==> config.mk <==
export PLATFORM = sky130hd
export DESIGN_NAME = radix_counter_zz_flat
export DESIGN_NICKNAME = d
export VERILOG_FILES = /design/src/rtl/radix_counter_zz_pkg.sv /design/src/rtl/radix_counter_zz_if.sv /design/src/rtl/radix_counter_zz_mod_residue.sv /design/src/rtl/radix_counter_zz.sv /design/src/flat_wrapper.sv
export SDC_FILE = /design/constraint.sdc
export NUM_CORES = 1
export LEC_CHECK = 0
export CORE_ASPECT_RATIO = 1.25
export CORE_MARGIN = 10
export CORE_UTILIZATION = 65
export CTS_BUF_LIST = sky130_fd_sc_hd__clkbuf_4
export DETAILED_ROUTE_END_ITERATION = 7
export DONT_BUFFER_PORTS = 1
export PLACE_DENSITY = 0.85
export SLEW_MARGIN = 15
export SYNTH_ARGS = -nofsm -noshare
export SYNTH_HDL_FRONTEND = slang
export SYNTH_SLANG_ARGS = --single-unit
==> constraint.sdc <==
create_clock -name clk -period 3.1 [get_ports clk]
set_input_delay 0.62 -clock clk [delete_from_list [all_inputs] [get_ports clk]]
set_output_delay 0.62 -clock clk [all_outputs]
set_load 0.05 [all_outputs]
==> src/rtl/radix_counter_zz_pkg.sv <==
// -----------------------------------------------------------------------------
// radix_counter_zz_pkg
// Shared definitions for the radix counter: radix codes and the per-radix
// maximum digit value used by the ripple increment.
// -----------------------------------------------------------------------------
package radix_counter_zz_pkg;

    localparam int DIGIT_W = 4;

    typedef enum logic [1:0] {
        R_DECIMAL = 2'd0,
        R_OCTAL   = 2'd1,
        R_HEX     = 2'd2,
        R_BINARY  = 2'd3
    } radix_t;

    // Largest legal digit for a radix code; a digit at this value wraps to 0
    // and carries on the next increment.
    function automatic logic [DIGIT_W-1:0] radix_max(input logic [1:0] radix);
        logic [DIGIT_W-1:0] m;
        case (radix)
            R_DECIMAL: m = 4'd9;
            R_OCTAL:   m = 4'd7;
            R_HEX:     m = 4'hF;
            default:   m = 4'd1;
        endcase
        return m;
    endfunction

endpackage

==> src/rtl/radix_counter_zz_if.sv <==
// -----------------------------------------------------------------------------
// radix_counter_zz_if
// Control/status bundle between the controller and the radix counter.
//   hold_zero : level, clears count and residues, blocks stepping
//   radix     : 0 decimal, 1 octal, 2 hex, 3 binary
//   run       : 1 = auto-step from ms ticks
//   step_req  : one-cycle single-step pulse (used when run=0)
//   step_ms   : ms ticks between auto steps, minus 1
//   divisor   : channel c divisor at [c*DIV_W +: DIV_W]
//   digits    : packed digit nibbles, digit 0 least significant
//   inc       : pulse with each new count value
//   overflow  : pulse when the count wraps to all-zero
//   match     : per-channel "nonzero multiple of divisor" level
// master = controller side, slave = counter side.
// -----------------------------------------------------------------------------
interface radix_counter_zz_if #(
    parameter int NUM_DIGITS = 2,
    parameter int NUM_CH     = 2,
    parameter int DIV_W      = 4,
    parameter int STEP_W     = 11
);
    logic                      hold_zero;
    logic [1:0]                radix;
    logic                      run;
    logic                      step_req;
    logic [STEP_W-1:0]         step_ms;
    logic [NUM_CH*DIV_W-1:0]   divisor;
    logic [NUM_DIGITS*4-1:0]   digits;
    logic                      inc;
    logic                      overflow;
    logic [NUM_CH-1:0]         match;

    modport master (
        output hold_zero, radix, run, step_req, step_ms, divisor,
        input  digits, inc, overflow, match
    );

    modport slave (
        input  hold_zero, radix, run, step_req, step_ms, divisor,
        output digits, inc, overflow, match
    );
endinterface

==> src/rtl/radix_counter_zz_mod_residue.sv <==
// -----------------------------------------------------------------------------
// mod_residue
// Tracks the count modulo one runtime divisor by stepping a residue in
// lock-step with the main counter.
//   clk, rst_n   : clock, synchronous active-low reset
//   clear        : force residue to 0 (hold, radix change or count wrap)
//   step         : counter advanced this cycle
//   divisor      : channel divisor, 0 disables the channel
//   residue_zero : registered residue equals 0
//   enabled      : registered "divisor was nonzero" at the last update
// -----------------------------------------------------------------------------
module mod_residue #(
    parameter int DIV_W = 4
) (
    input  logic             clk,
    input  logic             rst_n,
    input  logic             clear,
    input  logic             step,
    input  logic [DIV_W-1:0] divisor,
    output logic             residue_zero,
    output logic             enabled
);
    localparam logic [DIV_W-1:0] ONE = DIV_W'(1);

    logic [DIV_W-1:0] residue_p1;
    logic             en_p1;

    // Residue stage: updates on the same edge as the digits
    always_ff @(posedge clk) begin
        if (!rst_n) begin
            residue_p1 <= '0;
            en_p1      <= 1'b0;
        end else if (clear) begin
            residue_p1 <= '0;
            en_p1      <= (divisor != '0);
        end else if (step) begin
            en_p1 <= (divisor != '0);
            // >= rather than == keeps the residue bounded if the divisor
            // shrank without a clear.
            if (divisor == '0 || residue_p1 >= divisor - ONE)
                residue_p1 <= '0;
            else
                residue_p1 <= residue_p1 + ONE;
        end
    end

    assign residue_zero = (residue_p1 == '0);
    assign enabled      = en_p1;

endmodule

==> src/rtl/radix_counter_zz.sv <==
// -----------------------------------------------------------------------------
// radix_counter_zz
// N-digit counter with selectable radix and NUM_CH divisor channels. A ms
// prescaler drives auto-stepping (run=1); step_req single-steps when run=0.
//   clk   : system clock
//   rst_n : synchronous reset, active low
//   bus   : radix_counter_zz_if.slave (controls in, digits/inc/overflow/match out)
// All outputs update on the edge after the step condition.
// -----------------------------------------------------------------------------
module radix_counter_zz
    import radix_counter_zz_pkg::*;
#(
    parameter int NUM_DIGITS = 2,
    parameter int NUM_CH     = 2,
    parameter int DIV_W      = 4,
    parameter int TICK_DIV   = 12000,
    parameter int STEP_W     = 11
) (
    input  logic clk,
    input  logic rst_n,
    radix_counter_zz_if.slave bus
);
    localparam int                  PRESC_W    = $clog2(TICK_DIV);
    localparam logic [PRESC_W-1:0]  PRESC_LOAD = PRESC_W'(TICK_DIV - 1);
    localparam int                  CNT_W      = NUM_DIGITS * DIGIT_W;

    logic [PRESC_W-1:0] presc_p0;
    logic [STEP_W-1:0]  ms_p0;
    logic [1:0]         radix_q;
    logic               tick_p0;
    logic               clear_p0;
    logic               step_p0;
    logic               wrap_p0;
    logic [DIGIT_W-1:0] dmax_p0;
    logic [CNT_W-1:0]   digits_nxt_p0;

    logic [CNT_W-1:0]   digits_p1;
    logic               inc_p1;
    logic               ovf_p1;
    logic [NUM_CH-1:0]  res_zero_p1;
    logic [NUM_CH-1:0]  ch_en_p1;

    // Step decision stage
    assign tick_p0  = (presc_p0 == '0);
    // A radix change acts as a one-cycle hold so digits never exceed the new max.
    assign clear_p0 = bus.hold_zero || (bus.radix != radix_q);
    assign step_p0  = !clear_p0 &&
                      (bus.run ? (tick_p0 && ms_p0 == '0) : bus.step_req);

    always_ff @(posedge clk) begin
        if (!rst_n)
            presc_p0 <= PRESC_LOAD;
        else if (tick_p0)
            presc_p0 <= PRESC_LOAD;
        else
            presc_p0 <= presc_p0 - PRESC_W'(1);
    end

    always_ff @(posedge clk) begin
        if (!rst_n)
            ms_p0 <= '0;
        else if (clear_p0 || !bus.run)
            ms_p0 <= '0;
        else if (tick_p0)
            ms_p0 <= (ms_p0 == '0) ? bus.step_ms : ms_p0 - STEP_W'(1);
    end

    always_ff @(posedge clk) begin
        if (!rst_n)
            radix_q <= 2'd0;
        else
            radix_q <= bus.radix;
    end

    // Ripple increment: a carry out of the top digit leaves every digit at 0,
    // which is exactly the wrapped value.
    always_comb begin
        logic carry;
        dmax_p0       = radix_max(bus.radix);
        digits_nxt_p0 = digits_p1;
        carry         = 1'b1;
        for (int d = 0; d < NUM_DIGITS; d++) begin
            if (carry) begin
                if (digits_p1[d*DIGIT_W +: DIGIT_W] >= dmax_p0) begin
                    digits_nxt_p0[d*DIGIT_W +: DIGIT_W] = '0;
                end else begin
                    digits_nxt_p0[d*DIGIT_W +: DIGIT_W] =
                        digits_p1[d*DIGIT_W +: DIGIT_W] + 4'd1;
                    carry = 1'b0;
                end
            end
        end
        wrap_p0 = carry;
    end

    // Count register stage
    always_ff @(posedge clk) begin
        if (!rst_n) begin
            digits_p1 <= '0;
            inc_p1    <= 1'b0;
            ovf_p1    <= 1'b0;
        end else if (clear_p0) begin
            digits_p1 <= '0;
            inc_p1    <= 1'b0;
            ovf_p1    <= 1'b0;
        end else if (step_p0) begin
            digits_p1 <= digits_nxt_p0;
            inc_p1    <= 1'b1;
            ovf_p1    <= wrap_p0;
        end else begin
            inc_p1    <= 1'b0;
            ovf_p1    <= 1'b0;
        end
    end

    // On wrap the residues restart at 0 since radix^N is generally not a
    // multiple of the divisor.
    for (genvar c = 0; c < NUM_CH; c++) begin : g_ch
        mod_residue #(
            .DIV_W(DIV_W)
        ) u_res (
            .clk          (clk),
            .rst_n        (rst_n),
            .clear        (clear_p0 || (step_p0 && wrap_p0)),
            .step         (step_p0),
            .divisor      (bus.divisor[c*DIV_W +: DIV_W]),
            .residue_zero (res_zero_p1[c]),
            .enabled      (ch_en_p1[c])
        );
    end

    assign bus.digits   = digits_p1;
    assign bus.inc      = inc_p1;
    assign bus.overflow = ovf_p1;
    assign bus.match    = res_zero_p1 & ch_en_p1 & {NUM_CH{|digits_p1}};

endmodule

==> src/flat_wrapper.sv <==
// flat-port wrapper written by rule: the top's interface ports become plain ports
module radix_counter_zz_flat import radix_counter_zz_pkg::*;
#(
    parameter int NUM_DIGITS = 2,
    parameter int NUM_CH     = 2,
    parameter int DIV_W      = 4,
    parameter int TICK_DIV   = 12000,
    parameter int STEP_W     = 11
)
  (clk, rst_n, bus_hold_zero, bus_radix, bus_run, bus_step_req, bus_step_ms, bus_divisor, bus_digits, bus_inc, bus_overflow, bus_match);
  radix_counter_zz_if #(.NUM_DIGITS(NUM_DIGITS), .NUM_CH(NUM_CH), .DIV_W(DIV_W), .STEP_W(STEP_W)) bus_i ();
  input  logic clk;
  input  logic rst_n;
  input wire logic [$bits(bus_i.hold_zero)-1:0] bus_hold_zero;
  input wire logic [$bits(bus_i.radix)-1:0] bus_radix;
  input wire logic [$bits(bus_i.run)-1:0] bus_run;
  input wire logic [$bits(bus_i.step_req)-1:0] bus_step_req;
  input wire logic [$bits(bus_i.step_ms)-1:0] bus_step_ms;
  input wire logic [$bits(bus_i.divisor)-1:0] bus_divisor;
  output wire logic [$bits(bus_i.digits)-1:0] bus_digits;
  output wire logic [$bits(bus_i.inc)-1:0] bus_inc;
  output wire logic [$bits(bus_i.overflow)-1:0] bus_overflow;
  output wire logic [$bits(bus_i.match)-1:0] bus_match;
  assign bus_i.hold_zero = bus_hold_zero;
  assign bus_i.radix = bus_radix;
  assign bus_i.run = bus_run;
  assign bus_i.step_req = bus_step_req;
  assign bus_i.step_ms = bus_step_ms;
  assign bus_i.divisor = bus_divisor;
  assign bus_digits = bus_i.digits;
  assign bus_inc = bus_i.inc;
  assign bus_overflow = bus_i.overflow;
  assign bus_match = bus_i.match;
  radix_counter_zz #(.NUM_DIGITS(NUM_DIGITS), .NUM_CH(NUM_CH), .DIV_W(DIV_W), .TICK_DIV(TICK_DIV), .STEP_W(STEP_W)) u_core (.clk(clk), .rst_n(rst_n), .bus(bus_i));
endmodule
==> key figures, run 1 <==
Routing
  • Vias/cell: ~6
  • WL/cell: ~15 um
  • First-pass DRT Iterations: 5
  • DRC viols: 0
  • Post-Route WL: 5.87 mm
  • Drt initial violations: roughly 160
  • ANT nets after route: 0
  • DR vias: 2378

Cells and area
  • Final Non-Filler Cells: ~400
  • Antenna cells: 0
  • Nets: roughly 400
  • Layout area overhead: 6.71%
  • FILL cells: 330
  • Share of layout cells above drive strength 1: around 7.4%

Power
  • Cell Pwr Density: around 360 nW/um^2
  • Reg power frac: between 50% and 60%
  • Gate power share: 7.4%
  • Clk pwr share: approximately a third
  • Int Power: between 0.8 and 0.9 mW
  • Switching component of the power: between 0.2 and 0.25 mW
  • Worst vdd ir: approximately 0.40 mV
  • Leakage power: 1.09 nW
  • Pwr Total: 1.05 mW
  • Net Sw Frac: 22.4%

Placed design
  • Pre-CTS setup slack: ~0.49 ns
  • PortBufs: 0
  • Detail Placement HPWL: approximately 4.6 mm
  • GPL Wtd Cong: 0.855
  • Placed cells: about 390

Yosys
  • Largest cells by area after synthesis: dfxtp_1, ha_1, a21oi_1, nand2_1, nor2_1
  • Ys Warns: 0
  • EDFF count, synth: 0
  • Net Count, Synth: between 300 and 400
  • Syn_area_per_cell: slightly above 8 um^2
  • Flip-flop and latch count after synthesis: 47
  • Sequential area share after synthesis: around a third
  • Synth top area share: between 30 and 40%
  • Asr flop ratio synth: 0%
  • Yosys top cell by area: dfxtp_1
  • Synth cell types: 46
  • Post-Synthesis Cells: 332
  • Post-Syn Area: approximately 2700 um^2
  • Synth Flop Type: dfxtp_1

GRT
  • Largest net degree at the start of global routing: 22
  • Vias in the first global route: between 2000 and 2500
  • Antenna violations before repair: 0
  • Global-route wire length before repair: 10.4 mm
  • Gr ovfl total: 0
  • Tot GR Track Use: approximately 17%

Clock tree
  • CTS clk-pin slew, worst paths: around 0.14 ns
  • Post-CTS Hold Buffers: 0
  • CTS sink cnt: 47
  • # resized after CTS: 0
  • CTS tree: yes
  • CTS H-tree depth: 2
  • Clk_lat worst skew: 0.36 ns
  • # Post-CTS Setup Buffers: 0
  • Root buffer cell: clkbuf_4
  • CTS Buffer Depth: 2
  • TritonCTS buffer count: 5

Timing
  • Final setup vio count: 0
  • RSZ-0062 raised after global routing: false
  • Slew headroom: 45.3%
  • Fmax: roughly 0.37 GHz
  • Crit share post-route: between 80% and 90%
  • Final Hold Fails: 0
  • Setup TNS: 0 ns
  • Worst hold margin: approximately 0.36 ns
  • Min Tclk post-route: ~2.7 ns
  • Worst-margin pin slew: about 0.81 ns
  • Max Transition Viols Final: 0
  • Final WS setup: around 0.42 ns
  • Worst clock skew: a little over 0.02 ns

Run status
  • Status: completed

Critical path
  • CP Data Required Time: 3.39 ns
  • Worst-path maximum fanout: 21
  • CP arrival: 2.96 ns
  • Critical path capture point type: flop
  • Crit Path Class: flop to flop
  • Critical path startpoint category: flop

Die
  • DIE AREA: between 7000 and 8000 um^2
  • Initial Util: about two thirds
  • Die height: between 90 and 100 um
  • Core Area: 4070 um^2
  • Number of placement rows: 26
  • Io pins: 38
  • Chip Width: roughly 78 um

Job
  • MaxCap Viol Count: 0

Min path
  • Hold Crit Class: input port to flop
-- kinds of logic after synthesis --
logic type / after synthesis / synth area share, %
AO/OA/AOI/OAI: 80 / 17.7
multiplexers: 1 / 0.413
flip-flops: 47 / 34.5
buffers and inverters: 32 / 5.01
XOR/XNOR: 13 / 4.18
AND/OR/NAND/NOR: 130 / 24.8
adder cells (fa/ha/maj): 29 / 13.3
-- cell usage after synthesis, types with 2 or more instances --
| master | instances |
|---|---|
| clkbuf_1 | 5 |
| nor2b_1 | 5 |
| xnor2_1 | 9 |
| buf_6 | 2 |
| nand3b_1 | 2 |
| o21a_1 | 2 |
| o211ai_1 | 4 |
| xor2_1 | 4 |
| dfxtp_1 | 47 |
| and2_1 | 5 |
| nor4_1 | 9 |
| ha_1 | 29 |
| nand3_1 | 12 |
| or4_1 | 6 |
| or3_1 | 10 |
| o311a_1 | 2 |
| o21ai_0 | 19 |
| and3_1 | 4 |
| a21oi_1 | 32 |
| o31ai_1 | 7 |
| nor3_1 | 8 |
| inv_1 | 23 |
| a211oi_1 | 5 |
| nand2_1 | 31 |
| nand2b_1 | 3 |
| nor2_1 | 27 |
-- worst max-delay path, stage by stage (launching register included) --
cell and delay (ns):
dfxtp_1 0.38, or4_1 0.66, nor3b_2 0.26, a31o_1 0.42, nand2_4 0.20, or4_1 0.54, a21oi_1 0.15
-- power by group through the flow --
| stage | Sequential, mW | Combinational [mW] | Clock, mW |
|---|---|---|---|
| final | 0.616 | 0.0775 | 0.360 |
| after global routing | 0.617 | 0.0900 | 0.397 |
| after CTS | 0.616 | 0.0783 | 0.375 |
| after detailed placement | 0.629 | 0.0778 | 0 |
| after global placement | 0.629 | 0.0735 | 0 |
| after floorplan | 0.628 | 0.0632 | 0 |
-- final timing paths --
check | depth (start not counted) | slack (ns) | start | end
worst max-delay path | 6 | 0.42 | u_core.ms_p0[6]$_SDFFE_PP0P_ | u_core.g_ch[0].u_res.residue_p1[3]$_SDFFE_PP0N_
worst min register to register | 1 | 0.42 | u_core.presc_p0[0]$_SDFF_PP1_ | u_core.presc_p0[0]$_SDFF_PP1_
worst min-delay path | 1 | 0.36 | bus_radix[1] | u_core.radix_q[1]$_SDFF_PN0_
worst max register to register | 6 | 0.42 | u_core.ms_p0[6]$_SDFFE_PP0P_ | u_core.g_ch[0].u_res.residue_p1[3]$_SDFFE_PP0N_
-- placed cells by master, fill, tap and decap left out, types with 2 or more instances in the layout --
cell type,synthesis,layout
nand2_1,31,31
xor2_1,4,4
ha_1,29,29
o211ai_1,4,4
a211oi_1,5,5
or3_1,10,10
nor2_1,27,27
a21oi_1,32,32
or4_1,6,6
o21a_1,2,2
o21ai_0,19,19
nand3b_1,2,2
inv_1,23,23
nor3_1,8,8
buf_4,0,10
clkbuf_4,0,6
and2_1,5,5
o31ai_1,7,7
dfxtp_1,47,47
and3_1,4,4
nor4_2,0,2
o311a_1,2,2
xnor2_1,9,9
nand3_1,12,12
nor2b_1,5,5
nor4_1,9,7
nand2b_1,3,3
-- sequential cells by signal, summed over array words and instances, names as in the netlist --
| signal | flops |
|---|---|
| u_core.radix_q | 2 |
| u_core.bus.overflow | 1 |
| u_core.bus.digits | 8 |
| u_core.presc_p0 | 14 |
| u_core.g_ch.u_res.enabled | 2 |
| u_core.g_ch.u_res.residue_p1 | 8 |
| u_core.bus.inc | 1 |
| u_core.ms_p0 | 11 |
-- per-stage QoR --
| step | instance area, um^2 | utilization, % |
|---|---|---|
| floorplan | 2720 | - |
| global placement | 2830 | 69.6 |
| detailed placement | 2830 | 69.6 |
| CTS | 2910 | 71.5 |
| global route | 2910 | 71.5 |
| finish | 2910 | 71.5 |
-- metal layers --
| layer | global-route usage [%] | routed length (um) | vias up |
|---|---|---|---|
| met5 | 0 | 0 | - |
| met4 | 6.44 | 95 | 0 |
| met3 | 5.61 | 436 | 12 |
| met2 | 30.8 | 2980 | 71 |
| met1 | 17.8 | 2360 | 1092 |
| li1 | - | - | 1203 |
-- layout make-up --
type                       count  area [um^2]  area share [%]
inverter                      23         86.3            2.97
clock buffer                   6         45.0            1.55
clock inverter                 1         30.0            1.03
multi-input combinational    253         1660            57.1
timing repair buffer          10         75.1            2.58
tap                           56         70.1            2.41
sequential                    47          941            32.4
No activity file was read; power rests on OpenSTA's default activity.
==> inputs of run 2 (changes only) <==
--- a/config.mk
+++ b/config.mk
@@ -5,13 +5,17 @@
 export SDC_FILE = /design/constraint.sdc
 export NUM_CORES = 1
 export LEC_CHECK = 0
+export ABC_CLOCK_PERIOD_IN_PS = 3100
+export CELL_PAD_IN_SITES_DETAIL_PLACEMENT = 2
+export CELL_PAD_IN_SITES_GLOBAL_PLACEMENT = 2
 export CORE_ASPECT_RATIO = 1.25
 export CORE_MARGIN = 10
-export CORE_UTILIZATION = 65
+export CORE_UTILIZATION = 39
 export CTS_BUF_LIST = sky130_fd_sc_hd__clkbuf_4
 export DETAILED_ROUTE_END_ITERATION = 7
 export DONT_BUFFER_PORTS = 1
-export PLACE_DENSITY = 0.85
+export GPL_TIMING_DRIVEN = 0
+export PLACE_DENSITY = 0.86
 export SLEW_MARGIN = 15
 export SYNTH_ARGS = -nofsm -noshare
 export SYNTH_HDL_FRONTEND = slang
==> key figures, run 2 (synthesis gave the netlist of run 1 again) <==
GRT
  • Tot GR Track Use: 14.8% (-2.2 points)
  • Gr ovfl total: 0 (unchanged)
  • Global-route wire length before repair: 13.0 mm (+25%)
  • Antenna violations before repair: 0 (unchanged)
  • Grt met1 use: 15.9% (-1.9 points)
  • Top Usage Layer GRT: met2
  • Vias in the first global route: 2719 (+14%)
  • GR met3 Demand/Resource: 3.35% (-2.3 points)
  • Met2 Track Usage GR: 27.9% (-2.9 points)
  • Largest net degree at the start of global routing: 17 (-23%)

Power
  • Net Sw Frac: 27.7% (+5.3 points)
  • Clk pwr share: 31.3% (-2.9 points)
  • Gate power share: 8.2% (+0.8 points)
  • Cell Pwr Density: 348 nW/um^2 (-4.0%)
  • Switching component of the power: 0.283 mW (+20%)
  • Worst vdd ir: 0.176 mV (-56%)
  • Leakage power: 1.06 nW (-2.5%)
  • Int Power: 0.737 mW (-9.8%)
  • Reg power frac: 60.5% (+2.0 points)

Critical path
  • Worst-path maximum fanout: 6 (-71%)
  • End of the critical path: bus_match[1]
  • Critical path capture point type: primary output
  • Worst r2r path cells: 11 (+5)
  • CP startpoint: u_core.bus.digits[2]$_SDFFE_PP0N_
  • Crit Path Class: flop to primary output
  • R2R setup slack: 0.39 ns (-0.03 ns)
  • Worst reg2reg endpoint: u_core.bus.digits[2]$_SDFFE_PP0N_
  • CP Data Required Time: 2.48 ns (-0.91 ns)
  • CP arrival: 2.20 ns (-0.76 ns)
  • Critical path startpoint category: flop
  • Worst r2r src: u_core.ms_p0[0]$_SDFFE_PP0P_

Routing
  • DR vias: 2436 (+2.4%)
  • DRC viols: 0 (unchanged)
  • WL/cell: 17.6 um (+19%)
  • First-pass DRT Iterations: 4 (-1)
  • Drt initial violations: 56 (-65%)
  • Vias/cell: 5.65 (-5.9%)
  • ANT nets after route: 0 (unchanged)
  • Post-Route WL: 7.59 mm (+29%)

Die
  • Chip Width: 94.8 um (+22%)
  • Number of placement rows: 34 (+31%)
  • Die height: 113 um (+23%)
  • DIE AREA: 10700 um^2 (+49%)
  • Core Area: 6890 um^2 (+69%)
  • Initial Util: 39.5% (-27 points)
  • Io pins: 38 (unchanged)

Timing
  • Final Hold Fails: 0 (unchanged)
  • Worst clock skew: 0.0192 ns (-0.00143 ns)
  • Worst hold margin: 0.335 ns (-0.0269 ns)
  • RSZ-0062 raised after global routing: false
  • Fmax: 0.355 GHz (-5.0%)
  • Worst-margin pin slew: 0.899 ns (+0.0861 ns)
  • Max Transition Viols Final: 0 (unchanged)
  • Slew headroom: 39.5% (-5.8 points)
  • Min Tclk post-route: 2.82 ns (+0.141 ns)
  • Final setup vio count: 0 (unchanged)
  • Crit share post-route: 90.9% (+4.5 points)

Clock tree
  • CTS H-tree depth: 2 (unchanged)
  • Clk_lat worst skew: 0.39 ns (+0.03 ns)
  • # Post-CTS Setup Buffers: 0 (unchanged)
  • # resized after CTS: 1 (+1)
  • CTS clk-pin slew, worst paths: 0.16 ns (+0.02 ns)
  • Root buffer cell: clkbuf_4
  • Post-CTS Hold Buffers: 0 (unchanged)
  • TritonCTS buffer count: 5 (unchanged)
  • CTS Buffer Depth: 2 (unchanged)
  • CTS tree: yes
  • CTS sink cnt: 47 (unchanged)

Cells and area
  • Area of the multi-input gates: 1670 um^2 (+0.53%)
  • Nets: 395 (unchanged)
  • Register area: 946 um^2 (+0.53%)
  • Largest registers: u_core.presc_p0: 14 flops, u_core.ms_p0: 11 flops
  • Layout area overhead: 7.58%
  • Most frequent cells in the layout: dfxtp_1, a21oi_1, nand2_1
  • Top reg by flops: u_core.presc_p0
  • Antenna cells: 0 (unchanged)
  • Share of layout cells above drive strength 1: 7.04% (-0.31 points)
  • Max reg flops: 14 (unchanged)
  • Leading cell type in the layout, fill and taps excluded: dfxtp_1
  • Util after Layout: 42.5% (-29 points)
  • FILL cells: 822 (+150%)

Run status
  • Status: completed

Placed design
  • Detail Placement HPWL: 6.14 mm (+34%)
  • PortBufs: 0 (unchanged)
  • GPL Wtd Cong: 0.772 (-9.8%)

Job
  • MaxCap Viol Count: 0 (unchanged)

Min path
  • Hold Crit Class: input port to flop
==> run 2: power groups by stage <==
stage | Clock, mW | Combinational (mW) | Sequential [mW]
2_1_floorplan | 0 | 0.0632 | 0.628
3_3_place_gp | 0 | 0.0781 | 0.630
3_5_place_dp | 0 | 0.0850 | 0.630
4_1_cts | 0.335 | 0.0857 | 0.617
5_1_grt | 0.368 | 0.0996 | 0.619
6_report | 0.320 | 0.0834 | 0.617
==> run 2: stage by stage <==
stage / area [um^2] / setup TNS (ns) / cells / power (mW) / setup slack [ns]
after floorplan: 2720 / -0.344 / 332 / 0.692 / -0.172
after global placement: 2840 / -0.916 / 422 / 0.708 / -0.487
after CTS: 2930 / 0 / 431 / 1.04 / 0.0137
after global routing: 2930 / 0 / 431 / 1.09 / 0.139
after detailed placement: 2860 / 0 / 423 / 0.715 / 0.135
final: 2930 / 0 / 431 / 1.02 / 0.282
==> run 2: area by class of cell <==
type                       instances  share of cell area [%]
inverter                          23                    2.95
clock inverter                     3                   0.769
clock buffer                       5                    1.28
tap                               90                    3.84
buffer                             9                    1.71
sequential                        47                    32.3
multi-input combinational        253                    56.9
timing repair buffer               1                   0.256
==> run 2: worst min path at each step <==
stage | from | endpoint | slack, ns | cells after the start
3_5_place_dp | u_core.presc_p0[0]$_SDFF_PP1_ | u_core.presc_p0[0]$_SDFF_PP1_ | 0.39 | 1
2_1_floorplan | u_core.presc_p0[0]$_SDFF_PP1_ | u_core.presc_p0[0]$_SDFF_PP1_ | 0.37 | 1
6_report | rst_n | u_core.g_ch[0].u_res.enabled$_SDFFE_PN0P_ | 0.33 | 1
4_1_cts | rst_n | u_core.g_ch[0].u_res.enabled$_SDFFE_PN0P_ | 0.32 | 1
3_3_place_gp | u_core.presc_p0[0]$_SDFF_PP1_ | u_core.presc_p0[0]$_SDFF_PP1_ | 0.39 | 1
5_1_grt | bus_radix[1] | u_core.radix_q[1]$_SDFF_PN0_ | 0.30 | 1
==> run 2: critical path, stage by stage (launching register included) <==
cell and delay [ns]:
dfxtp_1 0.80, nor4_1 0.08, and3_1 0.28, nor4_4 0.65
==> run 2: metal layers <==
| metal | share of wire [%] | up-vias |
|---|---|---|
| met5 | 0 | - |
| met4 | 1.1 | 0 |
| met3 | 3.7 | 8 |
| met2 | 55 | 27 |
| met1 | 40 | 1200 |
| li1 | - | 1201 |
